[src/rtl/pc_fetch_ctrl.sv]
// Program-counter / fetch sequencer: increment, jump, relative branch, stall and halt,
// with out-of-image fetch detection.
module pc_fetch_ctrl #(
    parameter int unsigned PC_W     = 16,
    parameter int unsigned OFF_W    = 8,
    parameter int unsigned PROG_LEN = 256,
    parameter int unsigned CNT_W    = 16
) (
    input  logic             clk,
    input  logic             rst_n,
    input  logic             start,
    input  logic [PC_W-1:0]  start_addr,
    input  logic             stall,
    input  logic             jump_en,
    input  logic [PC_W-1:0]  jump_addr,
    input  logic             branch_en,
    input  logic [OFF_W-1:0] branch_off,
    input  logic             halt,
    output logic [PC_W-1:0]  pc,
    output logic             pc_valid,
    output logic             done,
    output logic             fault,
    output logic [CNT_W-1:0] fetch_cnt
);

    typedef enum logic [1:0] {
        StIdle,
        StRun,
        StHalted,
        StFault
    } state_e;

    // One extra bit so PROG_LEN == 2^PC_W is representable.
    localparam logic [PC_W:0] ProgLen = (PC_W + 1)'(PROG_LEN);

    state_e           state_q, state_d;
    logic [PC_W-1:0]  pc_q, pc_d;
    logic [CNT_W-1:0] cnt_q, cnt_d;
    logic [PC_W-1:0]  branch_sext;
    logic [PC_W-1:0]  next_pc;
    logic             next_ok;
    logic             start_ok;

    assign branch_sext = {{(PC_W - OFF_W){branch_off[OFF_W-1]}}, branch_off};
    assign start_ok    = ({1'b0, start_addr} < ProgLen);
    assign next_ok     = ({1'b0, next_pc} < ProgLen);

    always_comb begin
        next_pc = pc_q + {{(PC_W - 1){1'b0}}, 1'b1};
        if (jump_en) begin
            next_pc = jump_addr;
        end else if (branch_en) begin
            next_pc = pc_q + branch_sext;
        end
    end

    always_comb begin
        state_d = state_q;
        pc_d    = pc_q;
        cnt_d   = cnt_q;
        unique case (state_q)
            StIdle, StHalted, StFault: begin
                if (start) begin
                    if (start_ok) begin
                        pc_d    = start_addr;
                        cnt_d   = '0;
                        state_d = StRun;
                    end else begin
                        state_d = StFault;
                    end
                end
            end
            StRun: begin
                if (halt) begin
                    state_d = StHalted;
                end else if (!stall) begin
                    if (next_ok) begin
                        pc_d  = next_pc;
                        cnt_d = cnt_q + {{(CNT_W - 1){1'b0}}, 1'b1};
                    end else begin
                        // pc keeps the last in-range address for post-mortem.
                        state_d = StFault;
                    end
                end
            end
            default: state_d = StIdle;
        endcase
    end

    always_ff @(posedge clk or negedge rst_n) begin
        if (!rst_n) begin
            state_q <= StIdle;
            pc_q    <= '0;
            cnt_q   <= '0;
        end else begin
            state_q <= state_d;
            pc_q    <= pc_d;
            cnt_q   <= cnt_d;
        end
    end

    assign pc        = pc_q;
    assign fetch_cnt = cnt_q;
    assign pc_valid  = (state_q == StRun);
    assign done      = (state_q == StHalted) || (state_q == StFault);
    assign fault     = (state_q == StFault);

endmodule

[config.mk]
export PLATFORM = sky130hd
export DESIGN_NAME = pc_fetch_ctrl
export DESIGN_NICKNAME = d
export VERILOG_FILES = /design/src/rtl/pc_fetch_ctrl.sv
export SDC_FILE = /design/constraint.sdc
export NUM_CORES = 1
export LEC_CHECK = 0
export ABC_AREA = 1
export CORE_MARGIN = 2
export CORE_UTILIZATION = 50
export CTS_BUF_LIST = sky130_fd_sc_hd__clkbuf_4
export DETAILED_ROUTE_END_ITERATION = 12
export GPL_TIMING_DRIVEN = 0
export PLACE_DENSITY = 0.78
export SKIP_CTS_REPAIR_TIMING = 1
export SLEW_MARGIN = 15
export SYNTH_ARGS = -nofsm -noshare
export SYNTH_HDL_FRONTEND = slang
export SYNTH_SLANG_ARGS = --single-unit
export TNS_END_PERCENT = 100
[constraint.sdc]
create_clock -name clk -period 2.98 [get_ports clk]
set_clock_uncertainty 0.15 [all_clocks]
set_input_delay 0.298 -clock clk [delete_from_list [all_inputs] [get_ports clk]]
set_output_delay 0.298 -clock clk [all_outputs]
set_load 0.01 [all_outputs]
==> run summary <==
cell type contributing the most total cell area after synthesis - dfrtp_1
remaining routing DRC violations - 0
Ys Warns - 0
total overflow reported by the global router - 0
dominant combinational cell family by area after synthesis - simple AND/OR/NAND/NOR gates
class of the tightest hold or removal check - in2async
startpoint of the worst setup timing path - pc[0]$_DFFE_PN0P_
post-synthesis cell type count - 35
syn nets - 569
power density over the cells - 349.1 mW/mm^2
setup total negative slack - 0 ns
full die area - 0.007117 sq mm
total leakage power - 2.136 nW
die width - 84.37 microns
endpoint type of the worst setup path - flip-flop
post-synthesis instance area - 0.003229 sq mm
result of the run - complete, no violations
clk root buf - clkbuf_4
pin count of the biggest net entering global routing - 34
compound-gate portion of the synthesized area - 5.386%
total vias in the final route - 3594
part of the cycle the worst path needs - 96.08%
Area Growth Syn to Fin - 35.34%
basic-gate share of the synthesized area counting and, or, nand and nor cells - 48.35%
part of the Yosys area used for sequential elements - 26.35%
proportion of netlist area held by the largest area contributor - 26.35%
Top FF cell, synth - dfrtp_1
count of buffers inserted at the top-level ports - 79
total number of placement rows - 29
Core Box Area - 0.006314 sq mm
#FFs+latches synth - 34
Avg Synthesized Cell Area - 6.307 sq um
clock sink count - 34
clock tree from TritonCTS - built
commonest cells in the synthesized netlist - nand2_1, inv_1, nor2_1
data arrival time of the critical path - 2.95 ns
r2r setup slk - 0.12 ns
arithmetic-cell share of the synthesized area counting full adders, half adders and majority gates - 4.107%
diode insertion count for antenna repair - 0
number of violations reported at the end of detailed-routing iteration 0 - 232
WHS - 0.1222 ns
Setup Viol. Count Final - 0
number of detailed-routing iterations run before antenna repair - 5
mux share of post-synthesis cell area - 0%
max capacitance violation total - 0
count of cells along the worst register-to-register path - 19
dpl cells - 669
required arrival time at the worst endpoint - 3.06 ns
XOR/XNOR Fraction of Synth Area - 5.153%
type of element launching the critical path - flip-flop
routed wire length per instance - 14.55 microns
critical path class - reg2reg
later-pin clock latency in the skew report - 0.35 ns
clk buf depth - 2
total CTS buffers - 5
half-perimeter wire length after detailed placement - 7696 microns
proportion of register bits with asynchronous set or reset after synthesis - 100.0%
core occupancy in the finished layout - 69.22%
wire length of the first global-routing pass - 16030 microns
non-filler instance count after layout - 685
maximum fanout count along the critical path - 7
y dimension of the die - 84.37 microns
most frequent cell after synthesis - nand2_1
post-route minimum period - 2.863 ns
pin slew with the least headroom to its limit - 0.5871 ns
Antenna Violating Nets Remaining - 0
WL final - 9966 microns
instance count of the mapped netlist - 512
number of enable-type register cells in the synthesized netlist - 0
effective utilization at floorplan - 51.15%
RD Place Congestion - 0.9733
clock slew at reported path FFs - 0.12 ns
H-Tree Level Count - 2
post-DR vias/cell - 5.247
pins over their slew limit - 0
Ports - 82
Worst VDD drop - 309.2 uV
highest achievable clock rate - 349.3 MHz
number of failing hold endpoints at the final stage - 0
source of the worst register-to-register timing path - pc[0]$_DFFE_PN0P_
overall routing resource usage - 27.59%
final net count - 665
number of antenna violations at the first check in global routing - 0
top cells by area in the synthesized netlist - dfrtp_1, nand2_1, nand3_1
via count of the first global-routing pass - 3487
fraction of layout cells with a size suffix above 1 - 13.65%
normalized max-slew margin - 60.56%
[cell families (layout without fill, tap and decap cells)]
kind of cell             count (synthesis)  in the layout
AO/OA/AOI/OAI                           29             29
XOR/XNOR                                19             19
adder cells (fa/ha/maj)                 10             10
buffers and inverters                   77            173
flip-flops                              34             34
AND/OR/NAND/NOR                        343            343
[stage by stage]
step           setup WS, ns  area, sq um  total power [mW]
2_1_floorplan        0.1969         3229            0.9641
3_3_place_gp        -0.3326         4116             1.219
3_5_place_dp        -0.4211         4131             1.235
4_1_cts            -0.05174         4179             1.490
5_1_grt            -0.01527         4370             1.635
6_report             0.1167         4370             1.526
[worst max-delay path: stages, from the launching register on]
cell	delay [ns]
dfrtp_1	0.43
ha_2	0.22
fa_2	0.37
nand3_2	0.09
nand2_2	0.07
nand2_1	0.08
nand2_2	0.09
nand2_2	0.08
nand2_1	0.05
nand2_1	0.08
nand3_2	0.08
nand2_2	0.09
nand3_1	0.06
nor2_1	0.14
nand3_2	0.10
nand2_4	0.15
nand3_4	0.14
buf_8	0.18
nand2_1	0.05
nand2_1	0.06
[report_power, final]
part	internal, mW	switching, mW
Combinational	0.303	0.429
Sequential	0.497	0.0409
Clock	0.0849	0.171
[final cells by class]
class	instances	area, sq um
Tap cell	77	96.34
Inverter	57	217.7
Timing Repair Buffer	89	893.4
Sequential cell	34	850.8
Buffer	20	133.9
Clock inverter	2	10.01
Multi-Input combinational cell	401	2131
Clock buffer	5	37.54
Fill cell	544	1943
[state kept, by name (all words and copies together), names as in the netlist]
signal / count
fetch_cnt: 16
state_q: 2
pc: 16
[path summary, 6_finish.rpt]
kind,to
min in group clk,state_q[0]$_DFFE_PN0P_
worst min register to register,state_q[0]$_DFFE_PN0P_
worst max-delay path,fetch_cnt[9]$_DFFE_PN0P_
worst max register to register,fetch_cnt[9]$_DFFE_PN0P_
max in group asynchronous,fetch_cnt[2]$_DFFE_PN0P_
worst min-delay path,fetch_cnt[8]$_DFFE_PN0P_
[per-layer routing]
layer | vias to the layer above | GRT usage, % | part of all wire [%]
li1 | 1833 | - | -
met1 | 1614 | 33.95 | 42
met2 | 117 | 49.71 | 50
met3 | 30 | 4.130 | 4.6
met4 | 0 | 8.514 | 3.3
met5 | - | 0 | 0
[cell usage in the layout, fill, tap and decap left out, drive strengths merged]
master         count
nand3b             2
nor2              59
nand3             51
xor2              14
clkinvlp           1
nand4             28
nor4               5
clkbuf            15
ha                 9
o21ai             11
a21oi             11
nand2            186
dfrtp             34
a21boi             1
clkinv             2
inv               56
clkdlybuf4s50     78
buf               20
fa                 1
dlygate4sd3        1
a211oi             1
nor3               4
o211ai             5
xnor2              5
or2                7
nand2b             1
(Power assumes the default switching activity.)
==> patch: new RTL, config.mk and constraints unchanged <==
Encoding of `state_e`: now one-hot (4 bits for 4 states).
--- a/src/rtl/pc_fetch_ctrl.sv
+++ b/src/rtl/pc_fetch_ctrl.sv
@@ -23,11 +23,11 @@
     output logic [CNT_W-1:0] fetch_cnt
 );
 
-    typedef enum logic [1:0] {
-        StIdle,
-        StRun,
-        StHalted,
-        StFault
+    typedef enum logic [3:0] {
+        StIdle   = 4'b0001,
+        StRun    = 4'b0010,
+        StHalted = 4'b0100,
+        StFault  = 4'b1000
     } state_e;
 
     // One extra bit so PROG_LEN == 2^PC_W is representable.
Function: no difference found for any inputs over 10 cycles, from zero or initial values and one cycle with rst_n low; not proved beyond that.
==> patch against the original RTL <==
Routed wire length fell by 5.2%; final cell count fell by 1.2%; worst hold slack better by 0.13 ns; critical path depth unchanged; cell area is 2.6% higher; synthesized area is 3.3% higher; largest cell class unchanged; highest routed layer unchanged; worst setup slack gained 0.0055 ns; sequential share of layout area grew 0.68 points; sequential cell count up 2.
Power is not compared: it rests on default switching activity, and its combinational part moved more than twofold at a synthesized area within 25%.
==> patch: results (changes against the original RTL) <==
Outcome
  • Status: finished, final reports clean (unchanged)

GRT
  • M1 GR Usage: 34.0% (was 33.9%)
  • Largest net degree at the start of global routing: 22 (was 34)
  • Global Route Usage Sum: 25.9% (was 27.6%)
  • Global Route met3 Usage: 3.18% (was 4.13%)
  • Met2 Use GR: 44.5% (was 49.7%)
  • First-pass GRT wire length: 15,600 microns (was 16,000 microns)

Final layout
  • Filler cells: 537 (was 544)
  • Synth-to-layout area growth: 34.4% (was 35.3%)
  • Final nets: 656 (was 665)
  • Layout cells sized above 1: 16.7% (was 13.7%)

Yosys
  • Yosys cell types: 42 (was 35)
  • Synth Net Count: 562 (was 569)
  • Post-synth top cells: 164 x nand2_1, 63 x inv_1, 53 x nor2_1 (was 171 x nand2_1, 53 x inv_1, 51 x nor2_1)
  • Synth area leaders: dfrtp_1 26%, nand2_1 18%, inv_1 7.1% (was dfrtp_1 26%, nand2_1 20%, nand3_1 7.6%)
  • Post-synthesis sequential area ratio: 27.0% (was 26.3%)

Setup path
  • Worst-path fanout max: 5 (was 7)
  • CP endpoint: fetch_cnt[3] (was fetch_cnt[9])
  • Arrival @ worst endpoint: 2.96 ns (was 2.95 ns)
  • Worst path slowest cell: dfrtp_2 (was dfrtp_1)
  • CP delay by family, top: simple AND/OR/NAND/NOR gates (unchanged)
  • CP max stage delay: 0.44 ns

Placement
  • RePlAce Congestion: 0.966 (was 0.973)
  • HPWL Detailed: 7190 microns (was 7700 microns)
  • Placed cell areas: 4250 sq um (was 4130 sq um)

Route
  • Wire length on met3: 375 microns (was 463 microns)
  • Total number of vias: 3,617 (was 3,594)
  • Routed length on met2: 4730 microns (was 4980 microns)
  • Highest metal used: met4 (unchanged)
  • Met1 wire length: 4160 microns (was 4190 microns)
  • First-iteration detailed-routing DRC count: 148 (was 232)

Clock network
  • Deepest clock path buffer count: 2 (unchanged)

Pwr
  • Power Total: 2.50 mW

Timing
  • Hold slack: 0.253 ns (was 0.122 ns)
  • Worst slew pin tran: 0.581 ns (was 0.587 ns)
-- patch: cell count changes in the layout (fill, tap and decap cells not counted), moves of 4 or more --
cell / change
nand4_1: -17
clkinv_1: +4
nor2_4: +5
xor2_1: -5
or2_2: -4
inv_1: +10
nand2_1: -7
buf_4: -6
nand2_2: +4
o211ai_2: +4
nand2_4: +5
clkbuf_1: -7
-- patch: per-stage QoR --
| step | setup slack (ns) | cells | setup TNS (ns) |
|---|---|---|---|
| 2_1_floorplan | 0.115 | 505 | 0 |
| 3_3_place_gp | -0.448 | 661 | -13.14 |
| 3_5_place_dp | -0.548 | 662 | -16.57 |
| 4_1_cts | -0.169 | 670 | -3.50 |
| 5_1_grt | -0.0264 | 677 | -0.178 |
| 6_report | 0.122 | 677 | 0 |
-- patch: power by group --
part / leakage [nW] / internal [mW] / total (mW) / switching [mW]
clock: 0.0338 / 0.109 / 0.288 / 0.178
sequential: 0.484 / 0.570 / 0.660 / 0.0895
combinational: 1.65 / 0.663 / 1.55 / 0.886
-- patch: cell families (layout without fill, tap and decap cells) --
family / Yosys count / count (layout) / share of synthesized area (%)
adder cells (fa/ha/maj): 10 / 10 / 3.98
AND/OR/NAND/NOR: 330 / 330 / 47.3
XOR/XNOR: 13 / 13 / 3.41
buffers and inverters: 85 / 180 / 11.5
AO/OA/AOI/OAI: 31 / 31 / 6.75
flip-flops: 36 / 36 / 27.0
-- patch: final cells by class --
cell class                 instances  area share, %
inverter                          73           6.20
timing repair buffer              87           20.1
multi-input combinational        384           47.6
clock buffer                       7           1.17
buffer                            12           2.54
sequential                        36           20.2
tap                               77           2.15
clock inverter                     1         0.0837
